$ cat src/rtl/maze_game_logic.sv
// Player-movement and collision engine for the maze game: validates single-step
// moves against a synchronous map ROM, and tracks lives, the move count and the
// sticky win/loss flags.
module maze_game_logic #(
  parameter int MAP_W   = 30,
  parameter int MAP_H   = 21,
  parameter int POS_W   = 8,
  parameter int START_X = 0,
  parameter int START_Y = 20,
  parameter int GOAL_X  = 29,
  parameter int GOAL_Y  = 0,
  parameter int LIVES   = 3,
  parameter int ROM_LAT = 1,
  parameter int CNT_W   = 16
) (
  input  logic                       clk,
  input  logic                       reset,
  input  logic [3:0]                 move_en,
  output logic [$clog2(MAP_H)-1:0]   rom_addr,
  input  logic [MAP_W-1:0]           rom_data,
  output logic [POS_W-1:0]           player_x,
  output logic [POS_W-1:0]           player_y,
  output logic [3:0]                 lives,
  output logic [CNT_W-1:0]           move_count,
  output logic                       busy,
  output logic                       lost,
  output logic                       won
);

  localparam int AW = $clog2(MAP_H);
  localparam int WW = $clog2(ROM_LAT + 1);

  typedef enum logic [1:0] {IDLE, WAIT, CHECK, DONE} state_e;

  state_e           state_q, state_d;
  logic [POS_W-1:0] px_q, px_d, py_q, py_d;
  logic [POS_W-1:0] cand_x_q, cand_x_d, cand_y_q, cand_y_d;
  logic [AW-1:0]    rom_addr_q, rom_addr_d;
  logic [WW-1:0]    wait_q, wait_d;
  logic [3:0]       lives_q, lives_d;
  logic [CNT_W-1:0] cnt_q, cnt_d;
  logic             busy_q, busy_d, won_q, won_d, lost_q, lost_d;

  // Candidate position for the highest-priority move bit, with bounds check.
  logic             move_ok;
  logic [POS_W-1:0] next_x, next_y;
  always_comb begin
    // NOTE: every combinational output gets a default first so no latch is inferred.
    move_ok = 1'b0;
    next_x  = px_q;
    next_y  = py_q;
    if (move_en[0]) begin
      if (py_q != '0) begin
        move_ok = 1'b1;
        next_y  = py_q - 1'b1;
      end
    end else if (move_en[1]) begin
      if (py_q != POS_W'(MAP_H - 1)) begin
        move_ok = 1'b1;
        next_y  = py_q + 1'b1;
      end
    end else if (move_en[2]) begin
      if (px_q != '0) begin
        move_ok = 1'b1;
        next_x  = px_q - 1'b1;
      end
    end else if (move_en[3]) begin
      if (px_q != POS_W'(MAP_W - 1)) begin
        move_ok = 1'b1;
        next_x  = px_q + 1'b1;
      end
    end
  end

  // Wall bit of the latched candidate column in the returned map row.
  logic [MAP_W-1:0] row_shift;
  logic             wall;
  assign row_shift = rom_data >> cand_x_q;
  assign wall      = row_shift[0];

  // Next-state and datapath updates for the validation FSM.
  always_comb begin
    state_d    = state_q;
    px_d       = px_q;
    py_d       = py_q;
    cand_x_d   = cand_x_q;
    cand_y_d   = cand_y_q;
    rom_addr_d = rom_addr_q;
    wait_d     = wait_q;
    lives_d    = lives_q;
    cnt_d      = cnt_q;
    busy_d     = busy_q;
    won_d      = won_q;
    lost_d     = lost_q;
    unique case (state_q)
      IDLE: begin
        if (move_ok) begin
          cand_x_d   = next_x;
          cand_y_d   = next_y;
          rom_addr_d = next_y[AW-1:0];
          busy_d     = 1'b1;
          wait_d     = WW'(ROM_LAT);
          state_d    = WAIT;
        end
      end
      WAIT: begin
        wait_d = wait_q - 1'b1;
        if (wait_q == WW'(1)) state_d = CHECK;
      end
      CHECK: begin
        busy_d = 1'b0;
        if (!wall) begin
          px_d = cand_x_q;
          py_d = cand_y_q;
          if (cnt_q != '1) cnt_d = cnt_q + 1'b1;
          if (cand_x_q == POS_W'(GOAL_X) && cand_y_q == POS_W'(GOAL_Y)) begin
            won_d   = 1'b1;
            state_d = DONE;
          end else begin
            state_d = IDLE;
          end
        end else begin
          px_d    = POS_W'(START_X);
          py_d    = POS_W'(START_Y);
          lives_d = lives_q - 1'b1;
          if (lives_q == 4'd1) begin
            lost_d  = 1'b1;
            state_d = DONE;
          end else begin
            state_d = IDLE;
          end
        end
      end
      DONE: ;
      default: state_d = IDLE;
    endcase
  end

  // State register; reset aborts any in-flight validation.
  always_ff @(posedge clk or posedge reset) begin
    // NOTE: sequential state uses non-blocking assignments so all flops update together.
    if (reset) begin
      state_q    <= IDLE;
      px_q       <= POS_W'(START_X);
      py_q       <= POS_W'(START_Y);
      cand_x_q   <= POS_W'(START_X);
      cand_y_q   <= POS_W'(START_Y);
      rom_addr_q <= AW'(START_Y);
      wait_q     <= '0;
      lives_q    <= 4'(LIVES);
      cnt_q      <= '0;
      busy_q     <= 1'b0;
      won_q      <= 1'b0;
      lost_q     <= 1'b0;
    end else begin
      state_q    <= state_d;
      px_q       <= px_d;
      py_q       <= py_d;
      cand_x_q   <= cand_x_d;
      cand_y_q   <= cand_y_d;
      rom_addr_q <= rom_addr_d;
      wait_q     <= wait_d;
      lives_q    <= lives_d;
      cnt_q      <= cnt_d;
      busy_q     <= busy_d;
      won_q      <= won_d;
      lost_q     <= lost_d;
    end
  end

  assign rom_addr   = rom_addr_q;
  assign player_x   = px_q;
  assign player_y   = py_q;
  assign lives      = lives_q;
  assign move_count = cnt_q;
  assign busy       = busy_q;
  assign won        = won_q;
  assign lost       = lost_q;

endmodule

$ cat config.mk
export PLATFORM = sky130hd
export DESIGN_NAME = maze_game_logic
export DESIGN_NICKNAME = d
export VERILOG_FILES = /design/src/rtl/maze_game_logic.sv
export SDC_FILE = /design/constraint.sdc
export NUM_CORES = 1
export LEC_CHECK = 0
export BUFFER_PORTS_ARGS = -buffer_cell sky130_fd_sc_hd__buf_2
export CORE_AREA = 2 2 107 109
export DETAILED_ROUTE_END_ITERATION = 10
export DIE_AREA = 0 0 109 111
export PLACE_DENSITY_LB_ADDON = 0.05
export RECOVER_POWER = 100
export SYNTH_ARGS = -nofsm -noshare
export SYNTH_HDL_FRONTEND = slang
export SYNTH_SLANG_ARGS = --single-unit
$ cat constraint.sdc
create_clock -name clk -period 2.9 [get_ports clk]
set_input_delay 0.58 -clock clk [delete_from_list [all_inputs] [get_ports clk]]
set_output_delay 0.58 -clock clk [all_outputs]
set_load 0.02 [all_outputs]
==> run_results.csv <==
group,metric,value,unit
sta,fin_crit_sh,90.0,%
place,dp.final_hpwl,7770,µm
global_routing,grt_pass1_wl,17100,µm
drt,via_per_inst,5.25,
cts,clkTransAtPathRegs,50,ps
yosys,ys_warn_count,0,
global_routing,grt_start_max_net_pins,37,
worst_setup_path,crit_arrival,2820,ps
final_layout,seq_area,1460,µm²
worst_setup_path,worstRegToRegCells,6,
yosys,postSynthCellCount,406,
yosys,synth_cell_types,65,
yosys,syn_area_per_cell,9.26,µm²
yosys,synth_top_cell_by_area,"dfrtp_1",
cts,ctsHoldBuffers,0,
pwr,p_leak,1.97,nW
pwr,power.density,1030,nW/µm²
die,fp-row-count,39,
die,dieArea,12100,µm²
drt,drc,0,
global_routing,grt_antenna_before_repair,0,
global_routing,track_usage,17.9,%
hold_path,hp-class,"reg2reg",
job,cap_violations,1,
drt,wirelength,10400,µm
worst_setup_path,setup.worst_path.start_class,"register",
yosys,mappedNetlistNets,456,
cts,htreeDepth,3,
worst_setup_path,path_class,"reg2reg",
drt,dr_total_vias,3343,
status,status,"finished with violations",
yosys,synth_area,3760,µm²
hold_path,min_path_cells,1,
sta,slew_viol_final,37,
drt,wire_per_inst,16.4,µm
drt,first_pass_iters,4,
worst_setup_path,cp-end-kind,"register",
sta,fin_tns_setup,0,ps
final_layout,finish.net_count,539,
cts,cts_buffers,9,
sta,timing.fmax,383,MHz
place,gp_congestion,0.841,
worst_setup_path,critical_path_required,3110,ps
final_layout,areaGrowthSynthToFinish,22.5,%
cts,cts_buffer_depth,2,
status,violations,"capacitance limit, slew limit",
yosys,synth_edf_count,0,
cts,cts_resized,0,
yosys,synthFlopType,"dfrtp_1",
final_layout,diodes,0,
final_layout,num-fill-cells,1141,
place,port_buffers,79,
global_routing,grt_pass1_vias,3228,
final_layout,layout-drive-gt1-share,18.6,%
drt,drtIter0Drc,197,
die,die_y,111,µm
die,ios,80,
yosys,yosys-top-cells-area,"dfrtp_1, xnor2_1, ha_1, dfstp_2, o21ai_0",
cts,cts_tree,"yes",
yosys,synth_seq_cells,58,
cts,post_cts_buffers,0,
sta,hold_viol_final,0,
worst_setup_path,critPathMaxFanout,10,
yosys,ys_async_sr_fraction,100,%
sta,rsz0062_at_grt,"no",
cts,cts_root_buffer,"clkbuf_16",
place,placed_cells,621,
yosys,yosysSeqAreaShare,38.8,%
final_layout,instances_no_fill,637,
sta,worst_pin_slew,2080,ps
cts,cts_sinks,58,
final_layout,multi_input_area,2060,µm²
pwr,ir_drop,396,µV
sta,whs,491,ps
cts,clk_latency,320,ps
sta,finalCriticalPeriod,2610,ps
die,core_area,11100,µm²
die,initial_core_util,33.9,%
yosys,synth_top_area_share,34.6,%
drt,antenna_left,0,
die,die_x,109,µm
global_routing,overflow,0,
sta,setup_viol,0,
sta,fin_skew,5.30,ps
sta,slew_headroom,-38.4,%
## path summary, 6_finish.rpt
kind	from	endpoint	slack [ps]
min in group asynchronous	reset	move_count[9]	660
worst max register to register	cand_x_q[0]	lives[3]	290
worst min-delay path	lost	lost	490
max in group asynchronous	reset	cand_x_q[6]	680
worst max-delay path	cand_x_q[0]	lives[3]	290
worst min register to register	lost	lost	490
## stage by stage
| stage | instance area (µm²) | util [%] | worst slack, ps | power, mW |
|---|---|---|---|---|
| floorplan | 3760 | - | 325 | 2.95 |
| global placement | 4350 | 39.3 | 330 | 3.69 |
| detailed placement | 4350 | 39.3 | 278 | 3.68 |
| CTS | 4680 | 42.3 | 268 | 4.88 |
| global route | 4610 | 41.6 | 58.7 | 5.14 |
| finish | 4610 | 41.6 | 290 | 4.76 |
## placed cells by master (no fill, tap or decap), types with 3 or more instances in the layout
master / synthesis / layout
nor3b_1: 3 / 4
a21oi_1: 19 / 19
o21ai_0: 31 / 31
inv_1: 24 / 24
nand2_1: 40 / 40
dfstp_2: 6 / 4
and3_1: 6 / 6
a221oi_1: 3 / 3
a31oi_1: 5 / 5
nand3_1: 18 / 18
mux4_2: 5 / 5
o21a_1: 3 / 3
o22ai_1: 4 / 4
buf_4: 5 / 13
o31ai_1: 3 / 3
or3_1: 6 / 6
ha_1: 14 / 14
clkbuf_1: 14 / 48
clkbuf_16: 0 / 9
xnor2_1: 21 / 21
nand4_1: 15 / 15
nor3_1: 8 / 8
nand2b_1: 4 / 4
a22o_1: 7 / 7
xor2_1: 4 / 4
mux2_2: 6 / 6
a22oi_1: 5 / 5
nor2_1: 16 / 16
and2_1: 4 / 3
buf_2: 5 / 37
a21o_1: 3 / 3
dfrtp_1: 52 / 52
or2_2: 5 / 5
## logic make-up (layout without fill, tap and decap cells)
group | count (synthesis) | count (layout) | synth area share [%]
mux | 14 | 14 | 6.06
xor+xnor | 25 | 25 | 5.83
simple gates | 137 | 137 | 19.0
flops | 58 | 58 | 38.8
fa+ha+maj | 14 | 14 | 4.66
compound gates | 107 | 107 | 19.5
buf+inv | 51 | 139 | 6.16
## layer usage
metal  track usage [%]  up-vias  share of wire, %
met5                 0        -                 0
met4              5.38        0               1.1
met3              2.94        9               4.8
met2              26.5       89                45
met1              26.7     1596                50
li1                  -     1649                 -
## area by class of cell
| type | count | area share, % |
|---|---|---|
| Clock buffer | 12 | 5.57 |
| Sequential cell | 58 | 31.7 |
| Multi-Input combinational cell | 297 | 44.8 |
| Tap cell | 143 | 3.88 |
| Inverter | 24 | 1.96 |
| Timing Repair Buffer | 99 | 10.5 |
| Clock inverter | 4 | 1.60 |
## report_power, final
part           switching [mW]  total [mW]  internal, mW
clock                   0.377        1.18         0.799
combinational            1.28        2.14         0.859
sequential              0.352        1.44          1.09
total                    2.01        4.76          2.75
## cells in the mapped netlist (all sizes together), types with 7 or more instances
cell,n
nand3,18
nor2,16
nand4,15
buf,13
dfrtp,52
inv,24
xnor2,21
mux2,7
a22o,7
a21oi,19
o21ai,31
clkbuf,14
nor3,8
nand2,40
ha,14
## worst max-delay path, stage by stage (launching register included)
cell and delay (ps):
dfrtp_1 540, mux4_2 420, o22ai_1 90, nor3b_1 560
o21bai_1 290, or4_1 470, xnor2_1 140
## flip-flops by register name, summed over array words and instances (netlist names), 2 cells and up
register and cells:
state_q 2, player_x 8, player_y 8, move_count 16, lives 4, cand_x_q 8
cand_y_q 8
No activity file was read; power rests on OpenSTA's default activity.
